[src/rtl/keypad_pkg.sv]
// Shared types and helpers for the 4x4 keypad scanner.
package keypad_pkg;

    typedef enum logic [1:0] {SCAN, DEBOUNCE, HOLD} state_t;

    localparam int KEY_W = 4;
    localparam int ROWS  = 4;
    localparam int COLS  = 4;

    // Returns {valid, idx}: valid when exactly one column is low, idx is its position.
    function automatic logic [2:0] onehot_low_idx(input logic [COLS-1:0] col);
        logic [2:0] res;
        res = '0;
        for (int unsigned i = 0; i < COLS; i++) begin
            if (col == ~(COLS'(1) << i)) begin
                res = {1'b1, 2'(i)};
            end
        end
        return res;
    endfunction

endpackage

[src/rtl/sync_2ff.sv]
// Two-flop synchronizer for asynchronous board inputs, with a configurable reset value.
module sync_2ff #(
    parameter int               WIDTH   = 1,
    parameter logic [WIDTH-1:0] RST_VAL = '0
) (
    input  logic             clk,
    input  logic             rst,
    input  logic [WIDTH-1:0] d,
    output logic [WIDTH-1:0] q
);

    logic [WIDTH-1:0] meta;

    // Two-stage capture; both stages load RST_VAL on reset.
    always_ff @(posedge clk) begin
        if (rst) begin
            meta <= RST_VAL;
            q    <= RST_VAL;
        end else begin
            meta <= d;
            q    <= meta;
        end
    end

endmodule

[src/rtl/keypad_scan.sv]
// 4x4 matrix keypad scanner: row strobe, column debounce, one event per press,
// accepted codes shifted into a 32-bit word for the display driver.
module keypad_scan
    import keypad_pkg::state_t, keypad_pkg::SCAN, keypad_pkg::HOLD,
           keypad_pkg::KEY_W, keypad_pkg::onehot_low_idx;
#(
    parameter int CLK_DIV  = 50000,
    parameter int DEBOUNCE = 4
) (
    input  logic             clk,
    input  logic             rst,
    input  logic             clr,
    input  logic [3:0]       col,
    output logic [3:0]       row,
    output logic             key_valid,
    output logic [KEY_W-1:0] key_code,
    output logic [31:0]      value
);

    localparam int DIV_W = $clog2(CLK_DIV);
    localparam int CNT_W = $clog2(DEBOUNCE + 1);
    localparam logic [DIV_W-1:0] DIV_LAST = DIV_W'(CLK_DIV - 1);
    localparam logic [CNT_W-1:0] CNT_FULL = CNT_W'(DEBOUNCE);
    localparam logic [CNT_W-1:0] CNT_LAST = CNT_W'(DEBOUNCE - 1);

    logic [3:0]       col_s;
    logic [DIV_W-1:0] div;
    logic             tick;
    state_t           state;
    logic [1:0]       row_idx;
    logic [CNT_W-1:0] cnt;
    logic [KEY_W-1:0] cand;
    logic             key_ok;
    logic [1:0]       col_idx;
    logic             accept;

    sync_2ff #(
        .WIDTH   (4),
        .RST_VAL (4'b1111)
    ) u_col_sync (
        .clk (clk),
        .rst (rst),
        .d   (col),
        .q   (col_s)
    );

    // Scan-step divider: wraps after CLK_DIV cycles.
    always_ff @(posedge clk) begin
        if (rst || tick) begin
            div <= '0;
        end else begin
            div <= div + 1'b1;
        end
    end

    // Step strobe, column decode and accept condition.
    // Accept fires the cycle after cnt reaches DEBOUNCE; CLK_DIV >= 2 keeps it off a tick.
    always_comb begin
        tick              = (div == DIV_LAST);
        {key_ok, col_idx} = onehot_low_idx(col_s);
        accept            = (state == keypad_pkg::DEBOUNCE) && (cnt == CNT_FULL);
        row               = ~(4'b0001 << row_idx);
    end

    // Scan / debounce / hold FSM with registered key event outputs.
    always_ff @(posedge clk) begin
        if (rst) begin
            state     <= SCAN;
            row_idx   <= '0;
            cnt       <= '0;
            cand      <= '0;
            key_valid <= 1'b0;
            key_code  <= '0;
        end else begin
            key_valid <= 1'b0;
            if (accept) begin
                key_valid <= 1'b1;
                key_code  <= cand;
                state     <= HOLD;
                cnt       <= '0;
            end else if (tick) begin
                case (state)
                    SCAN: begin
                        if (key_ok) begin
                            cand  <= {row_idx, col_idx};
                            cnt   <= CNT_W'(1);
                            state <= keypad_pkg::DEBOUNCE;
                        end else begin
                            row_idx <= row_idx + 1'b1;
                        end
                    end
                    keypad_pkg::DEBOUNCE: begin
                        if (key_ok && (col_idx == cand[1:0])) begin
                            cnt <= cnt + 1'b1;
                        end else begin
                            state   <= SCAN;
                            row_idx <= row_idx + 1'b1;
                            cnt     <= '0;
                        end
                    end
                    HOLD: begin
                        if (col_s == 4'b1111) begin
                            if (cnt == CNT_LAST) begin
                                state   <= SCAN;
                                row_idx <= row_idx + 1'b1;
                                cnt     <= '0;
                            end else begin
                                cnt <= cnt + 1'b1;
                            end
                        end else begin
                            cnt <= '0;
                        end
                    end
                    default: begin
                        state <= SCAN;
                        cnt   <= '0;
                    end
                endcase
            end
        end
    end

    // Code shift register; clr wipes history but keeps a same-cycle accept.
    always_ff @(posedge clk) begin
        if (rst) begin
            value <= '0;
        end else if (accept) begin
            value <= clr ? {28'b0, cand} : {value[27:0], cand};
        end else if (clr) begin
            value <= '0;
        end
    end

endmodule

[config.mk]
export PLATFORM = sky130hd
export DESIGN_NAME = keypad_scan
export DESIGN_NICKNAME = d
export VERILOG_FILES = /design/src/rtl/keypad_pkg.sv /design/src/rtl/sync_2ff.sv /design/src/rtl/keypad_scan.sv
export SDC_FILE = /design/constraint.sdc
export NUM_CORES = 1
export LEC_CHECK = 0
export ABC_AREA = 1
export CAP_MARGIN = 40
export CORE_ASPECT_RATIO = 1.1
export CORE_MARGIN = 8
export CORE_UTILIZATION = 53
export CTS_CLUSTER_SIZE = 24
export DETAILED_ROUTE_END_ITERATION = 8
export GPL_TIMING_DRIVEN = 0
export PLACE_DENSITY = 0.88
export SYNTH_ARGS = -nofsm -noshare
export SYNTH_HDL_FRONTEND = slang
export SYNTH_SLANG_ARGS = --single-unit
[constraint.sdc]
create_clock -name clk -period 1.6 [get_ports clk]
set_input_delay 0.32 -clock clk [delete_from_list [all_inputs] [get_ports clk]]
set_output_delay 0.32 -clock clk [all_outputs]
set_load 0.005 [all_outputs]
==> results.txt <==
Tcrit/Tclk final - 98.1%
Placement Setup Slack - -489 ps
Seq pwr share - 48.5%
All-Layer GR Usage - 18.4%
Core area - 0.00573 mm2
Tmin final - 1570 ps
Fmax - 0.637 GHz
Die W - 89.1 um
CTS sink cnt - 72
Gr busiest metal - met2
RSZ-0062 raised after global routing - yes
CTS Root Buffer Type - clkbuf_8
CP max stage cell - clkdlybuf4s50_1
GR Overflow Total - 0
End-of-flow core utilization - 72.9%
Hold Buf Count CTS - 0
Syn Inst Count - 410
Final max-slew violation count - 0
Distinct cells, synth - 27
Commonest cells post-synth - 80 x nor2_1, 72 x dfxtp_1, 64 x nand2_1, 45 x inv_1, 33 x o21ai_0
Worst R2R Path Depth - 10
Predominant post-synthesis flop cell - dfxtp_1
Hold depth - 1
Worst hold path type - flop to flop
Initial antenna violation count - 0
Worst hold start - u_col_sync.meta[0]
Worst Path Arrival - 1250 ps
CTS tree - done
Syn Area/Cell - 7.60 um2
Port bufs - 47
Post-synth EDFFs - 0
Worst-path fanout max - 3
Worst slew pin tran - 429 ps
Switching Fraction - 21.4%
Top-area cell type share of the netlist area - 46.3%
YS warnings - 0
Most common cell in the netlist - nor2_1
Delay-heaviest family, CP - buffers and inverters
Final setup viols - 0
Critical path class - flop to output port
IO Pins - 48
Syn Nets - 426
Initial core utilization - 54.3%
Placed cells - 534
Number of global-route vias before repair - 2,733
Area leader, netlist - dfxtp_1
First-pass GRT wire length - 12,200 um
Worst Hold Slack - 410 ps
Worst Setup Slack, final - 29.9 ps
Diodes inserted - 0
Fin Clk Skew - 11.7 ps
CTS Buffer Depth - 2
PwrDens - 896 mW/mm2
Via count - 2,807
Synth area leaders - dfxtp_1 46%, nor2_1 9.6%, nand2_1 7.7%
Final nets - 497
CP Capture Type - output port
Startpoint types - flop
Flops & latches, synth - 72
Drt wl/cell - 13.0 um
Reg2reg setup slack - 70 ps
Seq/Total Area, Yosys - 46.3%
Combinational share of power - 3.6%
HPWL Detailed - 5030 um
Int Pwr - 2940 uW
Fraction of layout instances using a drive strength above 1 - 22.4%
CTS H-Tree Depth - 3
Worst endpoint required time - 1280 ps
Number of routed nets with antenna violations - 0
Final Hold Viols - 0
Area growth syn-to-layout - 34.1%
Max Cap Violations - 0
Vias/cell - 4.99
Leakage - 0.00182 uW
Reg-to-Reg End - div[14]
Rows - 29
Sw Pwr - 800 uW
Total Wirelength - 7310 um
# DRC - 0
Status - complete, no violations
Async set-reset flop share out of synthesis - 0%
Total Die Area - 0.00859 mm2
Clock power frac - 48.0%
1st-iter DRT viols - 146
Crit-path cells - clkdlybuf4s50_1
Gpl congestion - 0.932
Largest net degree at the start of global routing - 14
Met2 Resource Use GR - 31.6%
RR Startpoint - div[1]
Fin cells - 563
Max VDD drop - 900 uV
CTS buffer count - 9
Router iterations before antenna repair - 7
Met1 GRT Util - 20.1%
Crit path buffers/inverters - 1
Clk pin slew, worst setup/hold paths - 70 ps
Slew margin rel. - 71.4%
Die height - 96.4 um
Clock Latency Late Sink - 350 ps
Worst stage delay on the critical path - 520 ps
Hold Path End - u_col_sync.q[0]
M3 GR Usage - 4.91%
Netlist Area Pre-Place - 0.00311 mm2
==> registers in the layout, summed over array words and instances, names as in the netlist, 3 cells and up <==
register and cells:
value 32, key_code 4, u_col_sync.q 4, div 16
u_col_sync.meta 4, cand 4, cnt 3
==> final cells by class <==
type / count / area (um2)
fill: 421 / 1560
timing repair buffer: 61 / 593
buffer: 9 / 52.6
sequential: 72 / 1460
tap: 77 / 96.3
clock buffer: 10 / 138
clock inverter: 6 / 114
multi-input combinational: 277 / 1530
inverter: 51 / 194
==> cells in the final DEF (no fill, tap or decap), drive strengths merged <==
cell type	n
dlygate4sd2	2
clkdlybuf4s15	2
nor3	5
nand3	20
nand3b	1
a21oi	17
ha	9
clkdlybuf4s50	40
nand2	71
buf	17
dlymetal6s2s	3
or2	8
nand4	6
inv	52
clkbuf	16
nor2	92
a21boi	1
bufinv	3
nor3b	4
o22ai	4
clkinvlp	2
dfxtp	72
o21ai	34
xor2	5
==> per-stage QoR <==
step           instance area [um2]  total power, uW  setup TNS, ps
2_1_floorplan                 3110             1930              0
3_3_place_gp                  3680             1970          -8020
3_5_place_dp                  3680             1970          -9350
4_1_cts                       4010             3740          -29.8
5_1_grt                       4180             3860           -393
6_report                      4180             3740              0
==> cells by family after synthesis <==
group | Yosys count | share of synthesized area [%]
XOR/XNOR | 5 | 1.41
adder cells (fa/ha/maj) | 9 | 3.62
buffers and inverters | 61 | 7.51
AND/OR/NAND/NOR | 207 | 31.8
flip-flops | 72 | 46.3
AO/OA/AOI/OAI | 56 | 9.36
==> repair_timing <==
item / 4_1_cts / 5_1_grt
endpoints found under the setup margin: 33 / 54
resized for setup: 21 / 35
pin swaps: 5 / 9
setup buffers: 5 / 9
==> how the worst max path moves through the flow <==
stage | from | slack (ps) | endpoint | cells past startpoint
floorplan | div[0] | 160 | div[11] | 9
global placement | rst | -400 | value[27] | 6
detailed placement | rst | -490 | value[26] | 6
CTS | div[1] | -20 | cand[1] | 10
global route | div[0] | -80 | div[15] | 9
finish | value[4] | 30 | value[4] | 1
==> metal layers <==
metal / vias up / share of wire, %
met2: 59 / 51
met4: 0 / 2.4
met3: 18 / 4.2
li1: 1442 / -
met5: - / 0
met1: 1288 / 42
==> power by group through the flow <==
stage | Combinational (uW) | Sequential [uW] | Clock (uW)
5_1_grt | 149 | 1820 | 1890
3_5_place_dp | 114 | 1860 | 0
3_3_place_gp | 111 | 1850 | 0
4_1_cts | 127 | 1810 | 1800
2_1_floorplan | 78.9 | 1850 | 0
6_report | 134 | 1810 | 1790
Power figures use the tool's default switching activity.
